==> config.mk <==
export PLATFORM = sky130hd
export DESIGN_NAME = bcd_countdown_timer_flat
export DESIGN_NICKNAME = d
export VERILOG_FILES = /design/src/rtl/bcd_countdown_timer_if.sv /design/src/rtl/bcd_countdown_timer.sv /design/src/flat_wrapper.sv
export SDC_FILE = /design/constraint.sdc
export NUM_CORES = 1
export LEC_CHECK = 0
export CAP_MARGIN = 20
export CORE_MARGIN = 5
export CORE_UTILIZATION = 60
export DETAILED_ROUTE_END_ITERATION = 8
export PLACE_DENSITY_LB_ADDON = 0.08
export SYNTH_ARGS = -nofsm -noshare
export SYNTH_HDL_FRONTEND = slang
export SYNTH_SLANG_ARGS = --single-unit
==> constraint.sdc <==
create_clock -name clk_i -period 24.4 [get_ports clk_i]
set_input_delay 4.88 -clock clk_i [delete_from_list [all_inputs] [get_ports clk_i]]
set_output_delay 4.88 -clock clk_i [all_outputs]
set_load 0.02 [all_outputs]
==> src/rtl/bcd_countdown_timer_if.sv <==
// rtl/bcd_countdown_timer_if.sv - button/switch/tick inputs and display outputs of the countdown core
interface bcd_countdown_timer_if;
    logic        tick_sec;
    logic        tick_blink;
    logic        pls_up;
    logic        pls_left;
    logic        pls_right;
    logic        pls_down;
    logic        sw0;
    logic        sw1;
    logic [15:0] bcd;
    logic        disp_en;
    logic        zero;

    modport master (
        output tick_sec, tick_blink, pls_up, pls_left, pls_right, pls_down, sw0, sw1,
        input  bcd, disp_en, zero
    );

    modport slave (
        input  tick_sec, tick_blink, pls_up, pls_left, pls_right, pls_down, sw0, sw1,
        output bcd, disp_en, zero
    );
endinterface

==> src/rtl/bcd_countdown_timer.sv <==
// rtl/bcd_countdown_timer.sv - parking-meter countdown core with BCD output and zero-flash display enable
module bcd_countdown_timer #(
    parameter int ADD_UP    = 10,
    parameter int ADD_LEFT  = 180,
    parameter int ADD_RIGHT = 200,
    parameter int ADD_DOWN  = 550,
    parameter int PRESET0   = 15,
    parameter int PRESET1   = 185,
    parameter int MAX_COUNT = 9999
) (
    input  logic                  clk_i,
    input  logic                  rst_i,
    bcd_countdown_timer_if.slave  bus
);

    typedef enum logic {
        SOLID,
        FLASH
    } disp_state_e;

    // 15 bits so the worst-case unclamped sum (9999 + all four adds) cannot wrap
    localparam logic [14:0] ADD_UP_W    = 15'(ADD_UP);
    localparam logic [14:0] ADD_LEFT_W  = 15'(ADD_LEFT);
    localparam logic [14:0] ADD_RIGHT_W = 15'(ADD_RIGHT);
    localparam logic [14:0] ADD_DOWN_W  = 15'(ADD_DOWN);
    localparam logic [14:0] PRESET0_W   = 15'(PRESET0);
    localparam logic [14:0] PRESET1_W   = 15'(PRESET1);
    localparam logic [14:0] MAX_W       = 15'(MAX_COUNT);

    logic [14:0] count_q, count_d;
    logic [15:0] bcd_q, bcd_d;
    logic        zero_q, zero_d;
    logic        disp_en_q, disp_en_d;
    logic        phase_q, phase_d;
    disp_state_e state_q, state_d;

    logic [14:0] sum;
    logic [14:0] clamped;

    // Next count: presets override, otherwise add pulses, clamp, then the per-second decrement
    always_comb begin
        sum     = count_q
                + (bus.pls_up    ? ADD_UP_W    : 15'd0)
                + (bus.pls_left  ? ADD_LEFT_W  : 15'd0)
                + (bus.pls_right ? ADD_RIGHT_W : 15'd0)
                + (bus.pls_down  ? ADD_DOWN_W  : 15'd0);
        clamped = (sum > MAX_W) ? MAX_W : sum;
        count_d = clamped;
        if (bus.tick_sec && (clamped != 15'd0)) begin
            count_d = clamped - 15'd1;
        end
        if (bus.sw1) begin
            count_d = PRESET1_W;
        end else if (bus.sw0) begin
            count_d = PRESET0_W;
        end
    end

    // Binary to BCD by shift-and-add-3, MSB first, so bcd_q is always valid digits
    always_comb begin
        bcd_d = 16'h0000;
        for (int i = 14; i >= 0; i--) begin
            for (int k = 0; k < 4; k++) begin
                if (bcd_d[4*k +: 4] >= 4'd5) begin
                    bcd_d[4*k +: 4] = bcd_d[4*k +: 4] + 4'd3;
                end
            end
            bcd_d = {bcd_d[14:0], count_d[i]};
        end
    end

    // Display FSM: solid while counting, blink phase drives the enable once the count hits zero
    always_comb begin
        state_d   = state_q;
        phase_d   = 1'b0;
        disp_en_d = 1'b1;
        zero_d    = (count_d == 15'd0);
        case (state_q)
            SOLID: begin
                if (count_d == 15'd0) begin
                    state_d = FLASH;
                end
            end
            FLASH: begin
                if (count_d != 15'd0) begin
                    state_d = SOLID;
                end else begin
                    phase_d = phase_q ^ bus.tick_blink;
                end
            end
            default: state_d = FLASH;
        endcase
        if (state_d == FLASH) begin
            disp_en_d = phase_d;
        end
    end

    // All state and outputs registered; reset lands in FLASH with the display dark
    always_ff @(posedge clk_i or posedge rst_i) begin
        if (rst_i) begin
            count_q   <= 15'd0;
            bcd_q     <= 16'h0000;
            zero_q    <= 1'b1;
            disp_en_q <= 1'b0;
            phase_q   <= 1'b0;
            state_q   <= FLASH;
        end else begin
            count_q   <= count_d;
            bcd_q     <= bcd_d;
            zero_q    <= zero_d;
            disp_en_q <= disp_en_d;
            phase_q   <= phase_d;
            state_q   <= state_d;
        end
    end

    assign bus.bcd     = bcd_q;
    assign bus.zero    = zero_q;
    assign bus.disp_en = disp_en_q;

endmodule
==> src/flat_wrapper.sv <==
// flat-port wrapper written by rule: the top's interface ports become plain ports
module bcd_countdown_timer_flat 
#(
    parameter int ADD_UP    = 10,
    parameter int ADD_LEFT  = 180,
    parameter int ADD_RIGHT = 200,
    parameter int ADD_DOWN  = 550,
    parameter int PRESET0   = 15,
    parameter int PRESET1   = 185,
    parameter int MAX_COUNT = 9999
)
  (clk_i, rst_i, bus_tick_sec, bus_tick_blink, bus_pls_up, bus_pls_left, bus_pls_right, bus_pls_down, bus_sw0, bus_sw1, bus_bcd, bus_disp_en, bus_zero);
  bcd_countdown_timer_if bus_i ();
  input  logic clk_i;
  input  logic rst_i;
  input wire logic [$bits(bus_i.tick_sec)-1:0] bus_tick_sec;
  input wire logic [$bits(bus_i.tick_blink)-1:0] bus_tick_blink;
  input wire logic [$bits(bus_i.pls_up)-1:0] bus_pls_up;
  input wire logic [$bits(bus_i.pls_left)-1:0] bus_pls_left;
  input wire logic [$bits(bus_i.pls_right)-1:0] bus_pls_right;
  input wire logic [$bits(bus_i.pls_down)-1:0] bus_pls_down;
  input wire logic [$bits(bus_i.sw0)-1:0] bus_sw0;
  input wire logic [$bits(bus_i.sw1)-1:0] bus_sw1;
  output wire logic [$bits(bus_i.bcd)-1:0] bus_bcd;
  output wire logic [$bits(bus_i.disp_en)-1:0] bus_disp_en;
  output wire logic [$bits(bus_i.zero)-1:0] bus_zero;
  assign bus_i.tick_sec = bus_tick_sec;
  assign bus_i.tick_blink = bus_tick_blink;
  assign bus_i.pls_up = bus_pls_up;
  assign bus_i.pls_left = bus_pls_left;
  assign bus_i.pls_right = bus_pls_right;
  assign bus_i.pls_down = bus_pls_down;
  assign bus_i.sw0 = bus_sw0;
  assign bus_i.sw1 = bus_sw1;
  assign bus_bcd = bus_i.bcd;
  assign bus_disp_en = bus_i.disp_en;
  assign bus_zero = bus_i.zero;
  bcd_countdown_timer #(.ADD_UP(ADD_UP), .ADD_LEFT(ADD_LEFT), .ADD_RIGHT(ADD_RIGHT), .ADD_DOWN(ADD_DOWN), .PRESET0(PRESET0), .PRESET1(PRESET1), .MAX_COUNT(MAX_COUNT)) u_core (.clk_i(clk_i), .rst_i(rst_i), .bus(bus_i));
endmodule
### Yosys cells after proc, flatten, opt, wreduce, memory -nomap -nowiden

Index checks and enable logic that the tools add are counted.
W data, S select, Z words.

* $add $sub $neg: 35
* bitwise operators: 2
* magnitude comparators: 31
* reductions and logical operators: 4
* mux-type cells: 44

Operator list (count)
* $mux W4: 28
* $ge A4 B3 Y1 const B: 26
* $add A4 B2 Y4 const B: 24
* $add A15 B15 Y15: 4
* $mux W15: 4
* $reduce_bool A15 Y1: 2
* $mux W8: 2
* $gt A15 B14 Y1 const B: 1
* $logic_not A15 Y1: 1
* $sub A15 B1 Y15 const B: 1
* $add A3 B2 Y4 const B: 3
* $ge A3 B3 Y1 const B: 4
* $mux W10: 1
* $add A3 B2 Y3 const B: 3
* $mux W3: 3
* $mux W1: 5
* $pmux W1 S2: 1
* $logic_and A1 B1 Y1: 1
* $not A1 Y1: 1
* $xor A1 B1 Y1: 1

* register bits: 35
* logic and storage cells: 122
* input port bits: 10
* output and inout bits: 18

### Longest topological paths before layout

Gate-level depths: netlist (run 1).

* depth after elaboration: 36
* depth in mapped cells: 68

### Least setup slack after synthesis (run 1)

OpenSTA, ideal clock, no wires.

* path type: input to register
* from: input bus_pls_down
* to: register u_core.bcd_q[5] (netlist: u_core.bus.bcd[5])
* setup slack: 7.115 ns
* buffers on the path: 3
* setup time: 0.077 ns
* data arrival time: 17.208 ns
* cell stages on the path: 58
* cells stage by stage: fa_1 ha_1 fa_1 buf_2 or2_1 o221a_2 a211oi_2 o21a_1 nor4_1 nand2b_1 buf_2 nor2_1 ha_1 inv_1 nor3_1 nand2_1 or4_4 or4b_4 [22 not listed] ha_1 nor4b_1 o311ai_2 o32ai_4 ha_1 inv_1 a21o_1 a31oi_2 inv_1 ha_1 o21a_1 o31ai_4 ha_1 inv_1 a21o_1 a31o_2 o21a_1 a21oi_1

* longest elaborated chain between the ends: 33
* elaborated cells between the ends (all ways): 70

RTL lines
* from (decl): RTL line flat_wrapper.sv:21 `input wire logic [$bits(bus_i.pls_down)-1:0] bus_pls_down;`
* $mux W10 (*): RTL line bcd_countdown_timer.sv:46 `+ (bus.pls_down ? ADD_DOWN_W : 15'd0);`
* $add A15 B15 Y15 (*): RTL line bcd_countdown_timer.sv:46
* $gt A15 B14 Y1: RTL line bcd_countdown_timer.sv:47 `clamped = (sum > MAX_W) ? MAX_W : sum;`
* $mux W15 (*): RTL line bcd_countdown_timer.sv:47
* branches (longest 2 deep; another with $sub A15 B1 Y15)
* $mux W15 (*): RTL line bcd_countdown_timer.sv:49 `if (bus.tick_sec && (clamped != 15'd0)) begin`
* $mux W15 (*): RTL line bcd_countdown_timer.sv:54 `end else if (bus.sw0) begin`
* $mux W15 (*): RTL line bcd_countdown_timer.sv:52 `if (bus.sw1) begin`
* [17 not listed]
* $mux W4: RTL line bcd_countdown_timer.sv:64 `if (bcd_d[4*k +: 4] >= 4'd5) begin`
* $ge A4 B3 Y1 / $add A4 B2 Y4 (equally long branches): RTL line bcd_countdown_timer.sv:64, bcd_countdown_timer.sv:65
* $mux W4: RTL line bcd_countdown_timer.sv:64
* $add A4 B2 Y4 / $ge A4 B3 Y1 (equally long branches): RTL line bcd_countdown_timer.sv:65, bcd_countdown_timer.sv:64
* $mux W4: RTL line bcd_countdown_timer.sv:64
* $add A4 B2 Y4 / $ge A4 B3 Y1 (equally long branches): RTL line bcd_countdown_timer.sv:65, bcd_countdown_timer.sv:64
* $mux W4 (*): RTL line bcd_countdown_timer.sv:64
* net u_core.bcd_d[5]: RTL line bcd_countdown_timer.sv:31 `logic [15:0] bcd_q, bcd_d;`
* to (signal assigned): RTL line bcd_countdown_timer.sv:102 `bcd_q <= 16'h0000;`
* to (signal assigned): RTL line bcd_countdown_timer.sv:109 `bcd_q <= bcd_d;`
* to (decl): RTL line bcd_countdown_timer.sv:31

Mark *: on every way through the listed nets, which the timed path passes.

### Final worst setup path (run 1)

* from: input bus_pls_down
* to: register u_core.bcd_q[14] (netlist: u_core.bus.bcd[14])

* longest elaborated chain between the ends: 33
* elaborated cells between the ends (all ways): 82

RTL lines
* $mux W10 (*): RTL line bcd_countdown_timer.sv:46
* $add A15 B15 Y15 (*): RTL line bcd_countdown_timer.sv:46
* $gt A15 B14 Y1: RTL line bcd_countdown_timer.sv:47
* $mux W15 (*): RTL line bcd_countdown_timer.sv:47
* branches (longest 2 deep; another with $sub A15 B1 Y15)
* $mux W15 (*): RTL line bcd_countdown_timer.sv:49
* $mux W15 (*): RTL line bcd_countdown_timer.sv:54
* $mux W15 (*): RTL line bcd_countdown_timer.sv:52
* [17 not listed]
* $mux W4: RTL line bcd_countdown_timer.sv:64
* $add A4 B2 Y4 (tied with other cells): RTL line bcd_countdown_timer.sv:65 `bcd_d[4*k +: 4] = bcd_d[4*k +: 4] + 4'd3;`
* $mux W4 / $mux W3 (equally long branches): RTL line bcd_countdown_timer.sv:64
* $add A4 B2 Y4 (tied with other cells): RTL line bcd_countdown_timer.sv:65
* $mux W4 / $mux W3 (equally long branches): RTL line bcd_countdown_timer.sv:64
* $ge A4 B3 Y1 / $add A3 B2 Y3 (equally long branches): RTL line bcd_countdown_timer.sv:64, bcd_countdown_timer.sv:65
* $mux W3 (*): RTL line bcd_countdown_timer.sv:64
* net u_core.bcd_d[14]: RTL line bcd_countdown_timer.sv:31

Marks and branches as above.

==> results of run 1 <==
## kinds of logic after synthesis
| kind of cell | Yosys count | share of synthesized area (%) |
|---|---|---|
| mux | 33 | 6.350 |
| flops | 34 | 14.78 |
| xor+xnor | 33 | 5.635 |
| fa+ha+maj | 46 | 10.75 |
| simple gates | 257 | 23.69 |
| compound gates | 246 | 33.57 |
| buf+inv | 75 | 5.158 |
| other cells | 1 | 0.06496 |
## metal layers
metal	GRT usage [%]	part of all wire, %
met3	2.149	4.6
met4	6.312	1.5
met1	31.19	46
met2	42.45	48
met5	0	0
## registers in the layout (all words and copies together), names as in the netlist
signal and flops:
u_core.bus.zero 1, u_core.bus.bcd 15, u_core.count_q 15, u_core.phase_q 1, u_core.bus.disp_en 1, u_core.state_q 1
## cell type report
type,count,area [sq um]
Tap cell,129,161.4
Timing Repair Buffer,30,292.8
Clock inverter,3,45.04
Sequential cell,34,853.3
Inverter,57,214.0
Clock buffer,5,68.82
Multi-Input combinational cell,616,4622
Fill cell,818,3070
## worst max-delay path, delay by kind of cell
kind / cells / cell delay, ns
buffers and inverters: 10 / 1.29
AOI/OAI and AO/OA: 19 / 4.17
xor gates and xnor gates: 3 / 0.89
and+or+nand+nor: 18 / 4.91
adders and majority gates: 10 / 2.63
muxes: 2 / 0.55
## worst min path at each step
stage	from	end	slack, ns	cells after the start
final	u_core.state_q	u_core.bus.disp_en	0.50	2
after global routing	u_core.state_q	u_core.bus.disp_en	0.52	2
after CTS	u_core.state_q	u_core.bus.disp_en	0.49	2
after detailed placement	u_core.state_q	u_core.bus.disp_en	0.49	2
after global placement	u_core.state_q	u_core.bus.disp_en	0.48	2
after floorplan	u_core.state_q	u_core.bus.disp_en	0.47	2
## power by group through the flow
stage | Combinational (mW) | Clock [mW] | Sequential [mW]
floorplan | 0.725 | 0 | 0.0965
global placement | 0.849 | 0 | 0.0841
detailed placement | 0.886 | 0 | 0.0848
CTS | 0.893 | 0.0542 | 0.0836
global route | 0.996 | 0.0567 | 0.0846
finish | 0.896 | 0.0532 | 0.0834
## placed cells by master, fill, tap and decap left out, types with 8 or more instances in the layout
| cell | instances |
|---|---|
| mux2_2 | 10 |
| mux2i_1 | 19 |
| and2_1 | 8 |
| nand3_1 | 18 |
| o21ai_0 | 18 |
| and3_1 | 14 |
| nand2b_1 | 15 |
| o211ai_1 | 9 |
| xnor2_1 | 20 |
| nor2b_1 | 9 |
| clkdlybuf4s50_1 | 27 |
| nand2_1 | 48 |
| dfrtp_1 | 32 |
| o21a_1 | 10 |
| nor3_1 | 18 |
| nor2_1 | 63 |
| a21o_1 | 13 |
| xor2_1 | 9 |
| ha_1 | 40 |
| inv_1 | 53 |
| a21oi_1 | 52 |
| o22ai_1 | 11 |
| o21ai_1 | 12 |
==> results by group, run 1 <==
Setup path
  • Reg-to-Reg Start: u_core.count_q[2]
  • Critical path endpoint category: register
  • Slowest stage delay, CP: between 0.6 and 0.7 ns
  • Termination of the worst setup path: u_core.bus.bcd[14]
  • Worst setup SP type: input port
  • Worst Path Max Fanout: 12
  • Critical Path RT: approximately 25 ns
  • Critical Setup Path Class: in -> reg
  • Worst R2R Setup Slack: 10.14 ns
  • R2R depth: 60
  • Terminus of the critical flop-to-flop path: u_core.bus.bcd[14]
  • Crit path arrival time: 19.32 ns
  • Crit path from: bus_pls_down
  • Crit path max-delay cell type: clkdlybuf4s50_1

Pwr
  • Clk pwr share: 5.2%
  • Power Dens Cells: roughly 170 nW/um^2
  • Total Power: approximately 1.0 mW
  • Net Switching: 0.5327 mW
  • Net Sw Frac: 51.57%
  • Comb pwr share: 86.8%
  • Reg power frac: 8.1%
  • Maximum VDD drop: between 0.1 and 0.15 mV
  • Internal: between 0.5 and 0.6 mW
  • Leak: 2.538 nW

Clock tree
  • Clock sink total: 34
  • CTS-repair resized insts: 0
  • Clk root buf: clkbuf_8
  • CTS Buf Count: 5
  • Post-CTS setup buffer count: 0
  • H-tree depth: 2
  • TritonCTS clock tree: built
  • Later-pin clock latency in the skew report: 0.29 ns
  • Clock buffer depth: 2
  • Hold buffers post-CTS: 0
  • Clock slew at reported path FFs: about 0.080 ns

Floorplan
  • Io pins: 28
  • Die Width: 108.1 um
  • Die area: 11680 sq um
  • Core ar.: 9328 sq um
  • Row count: 35
  • Initial Utilization: 61.89%
  • Height of the die: about 110 um

STA
  • Hold Fails Final Rpt: 0
  • Fin. max-slew vios: 0
  • RSZ-0062 raised after global routing: false
  • Slew @ Worst Pin: 0.9633 ns
  • Hold_ws: 0.4969 ns
  • Max Fclk: about 0.052 GHz
  • Final period util: between 70% and 80%
  • Clock skew: 0.01235 ns
  • Final min period: 19.17 ns
  • Setup ws final: 5.230 ns
  • Setup TNS: 0 ns
  • Slew HR: ~34%
  • Final setup fails: 0

Yosys
  • Mapped Nets: just under 800
  • Syn_area_per_cell: roughly 8 sq um
  • Ys flop type: dfrtp_1
  • Yosys top cell area share: 13.87%
  • Post-Syn Area: 5773 sq um
  • YS warnings: 0
  • Asr flop ratio synth: 100.0%
  • Most common cell in the netlist: nor2_1
  • Cells after synthesis: 725
  • Sequential-to-total area share from yosys stat: 14.78%
  • EDFF count, synth: 0
  • Cell taking the most area after synthesis: dfrtp_1
  • Top post-synthesis cells by area: dfrtp_1 14%, ha_1 8.7%, a21oi_1 4.5%
  • Top cells by count, synth: 63 x nor2_1, 53 x inv_1, 52 x a21oi_1
  • Yosys reg bits: 34
  • Unique masters post-synth: 110

Detailed routing
  • Via count: 5600
  • Post-DRT Antenna Nets: 0
  • Wire per inst: roughly 16 um
  • DRC Markers: 0
  • Vias/cell: 6.407
  • Post-Route WL: ~14 mm
  • DRT iter0 DRCs: 347
  • DR pass1 iterations: 5

Cells and area
  • Design Area, Final: roughly 6300 sq um
  • Final #Nets: 800
  • Final core utilization: 67.08%
  • Antenna Diode Count: 0
  • Final std cells w/o fill: 874
  • Share of layout cells above drive strength 1: 11.41%
  • Area grow syn2layout: 8.387%

Run status
  • Outcome: complete, no violations

Placed design
  • Dpl cells: 865
  • Dpl ws: 5.139 ns
  • Gpl congestion: ~0.95
  • IO Port Bufs: 27
  • Placed cell area: 6136 sq um
  • Detailed placement HPWL: 10.97 mm

Run
  • Max_cap viols: 0

Global routing
  • GRT Total Usage: about a quarter
  • Initial antenna violation count: 0
  • Largest net degree at the start of global routing: 35
  • Global-route wire length before repair: 23.41 mm
  • Vias in the first global route: 5252
  • Congestion Overflow GR: 0

Min path
  • Worst hold path type: reg -> reg
Note: power is estimated with default switching activity, not from simulation.
==> run 2: changes to the inputs <==
==> constraint.sdc (replaced) <==
create_clock -name clk_i -period 17.89 [get_ports clk_i]
set_input_delay 3.578 -clock clk_i [delete_from_list [all_inputs] [get_ports clk_i]]
set_output_delay 3.578 -clock clk_i [all_outputs]
set_load 0.02 [all_outputs]
==> results by group, run 2 (same netlist as run 1, synthesis figures left out) <==
Clock tree
  • Clock sink total: 34
  • CTS Buf Count: 5
  • TritonCTS clock tree: built
  • Clk root buf: clkbuf_8
  • Later-pin clock latency in the skew report: slightly below 0.3 ns
  • Hold buffers post-CTS: 0
  • H-tree depth: 2
  • Clock slew at reported path FFs: roughly 0.08 ns
  • Clock buffer depth: 2

Floorplan
  • Row count: 35
  • Die Width: 108.1 um
  • Core ar.: 9328 sq um
  • Height of the die: ~110 um
  • Die area: 11680 sq um
  • Io pins: 28
  • Initial Utilization: 61.89%

Cells and area
  • Area grow syn2layout: 11.21%
  • Final #Nets: 809
  • Share of layout cells above drive strength 1: around 14%
  • Reg area: about 850 sq um
  • Antenna Diode Count: 0
  • Commonest cells after routing, fill and taps aside: 61 x nor2_1, 53 x inv_1, 49 x a21oi_1
  • Multi-input gate area: 4715 sq um
  • Commonest non-fill, non-tap cell in the layout: nor2_1
  • # fillers: around 820

Global routing
  • Global routing usage on met3: between 1.5 and 2%
  • Largest net degree at the start of global routing: 35
  • Global-route wire length before repair: approximately 24 mm
  • Congestion Overflow GR: 0
  • Initial antenna violation count: 0
  • Met2 Usage GRT: 42.98%
  • GRT Total Usage: 24.05%
  • Gr busiest metal: met2
  • Vias in the first global route: 5239
  • GR Util met1: 31.57%

Placed design
  • IO Port Bufs: 27
  • Gpl congestion: 0.9295
  • Detailed placement HPWL: around 11 mm

Pwr
  • Leak: 2.606 nW
  • Maximum VDD drop: 0.1594 mV
  • Total Power: 1.446 mW
  • Power Dens Cells: 225.3 nW/um^2

Setup path
  • Crit path arrival time: approximately 17 ns
  • Worst setup SP type: input port
  • Worst Path Max Fanout: 12
  • Slowest stage delay, CP: 0.54 ns
  • Critical Path RT: 18.11 ns
  • CP top delay family: compound AO/OA/AOI/OAI gates
  • CP Buf/Inv Count: 10
  • Crit path from: bus_pls_left
  • Critical path endpoint category: register
  • Cell repeated most along the worst path: ha_1
  • Critical Setup Path Class: in -> reg
  • Reg-to-Reg Start: u_core.count_q[2]
  • Crit path max-delay cell type: clkdlybuf4s50_1

Detailed routing
  • Post-DRT Antenna Nets: 0
  • Via count: 5666
  • Vias/cell: 6.417
  • DRC Markers: 0
  • Post-Route WL: approximately 14 mm
  • DR pass1 iterations: 5
  • Wire per inst: 16.10 um
  • DRT iter0 DRCs: between 300 and 400

Min path
  • HP Start: u_core.state_q
  • Worst hold path type: reg -> reg

STA
  • Final period util: between 90% and 100%
  • Clock skew: 0.005700 ns
  • Setup TNS: 0 ns
  • Slew @ Worst Pin: 0.7869 ns
  • Final min period: 17.07 ns
  • Slew HR: 46.19%
  • Final setup fails: 0
  • Hold Fails Final Rpt: 0
  • Fin. max-slew vios: 0
  • Max Fclk: around 0.06 GHz

Run
  • Max_cap viols: 0

Run status
  • Outcome: complete, no violations
[run 2: area by class of cell]
type | instances | share of cell area, %
multi-input cells | 616 | 73.44
flip-flops and latches | 34 | 13.29
well taps | 129 | 2.514
inverters | 57 | 3.333
clock inverters | 3 | 0.7016
repair buffers | 39 | 5.652
clock buffers | 5 | 1.072
[run 2: path summary, 6_finish.rpt]
check / endpoint / cells past startpoint / slack (ns)
setup / recovery: u_core.bus.bcd[5] / 61 / 0.82
hold / removal: u_core.bus.disp_en / 2 / 0.49
setup reg to reg: u_core.bus.bcd[5] / 59 / 4.32
hold reg to reg: u_core.bus.disp_en / 2 / 0.49
max in group asynchronous: u_core.state_q / 3 / 13.88
min in group asynchronous: u_core.bus.bcd[3] / 3 / 3.68
[run 2: metal layers]
layer | part of all wire (%) | vias up | routed length (um)
met5 | 0 | - | 0
met4 | 1.8 | 0 | 252
met3 | 4.9 | 28 | 696
met2 | 48 | 152 | 6872
met1 | 45 | 2700 | 6394
li1 | - | 2786 | -
[run 2: per-stage QoR]
| stage | utilization, % | cells | hold WS (ns) | instance area [sq um] | worst slack [ns] |
|---|---|---|---|---|---|
| 6_report | 68.83 | 883 | 0.4885 | 6420 | 0.8157 |
| 5_1_grt | 68.83 | 883 | 0.5116 | 6420 | -0.01184 |
| 4_1_cts | 67.24 | 876 | 0.4929 | 6272 | 0.1970 |
| 3_5_place_dp | 66.02 | 868 | 0.4823 | 6158 | -0.02959 |
| 3_3_place_gp | 66.02 | 868 | 0.4795 | 6158 | 0.5511 |
| 2_1_floorplan | - | 725 | 0.4697 | 5773 | 1.907 |
[run 2: repair_timing]
action	in CTS	in global routing
setup endpoints to repair	0	15
resized for setup	0	19
buffers inserted	0	6
hold endpoints to repair	0	0
[run 2: tightest hold or removal path, delay by kind of cell (launching register included)]
family / cells / cell delay, ns
DFF: 1 / 0.37
and+or+nand+nor: 2 / 0.08
[run 2: power by group]
part / leakage, nW / switching [mW] / internal, mW / total [mW]
Sequential: 0.416 / 0.00479 / 0.109 / 0.113
Combinational: 2.14 / 0.714 / 0.546 / 1.26
Clock: 0.0504 / 0.0318 / 0.0415 / 0.0732
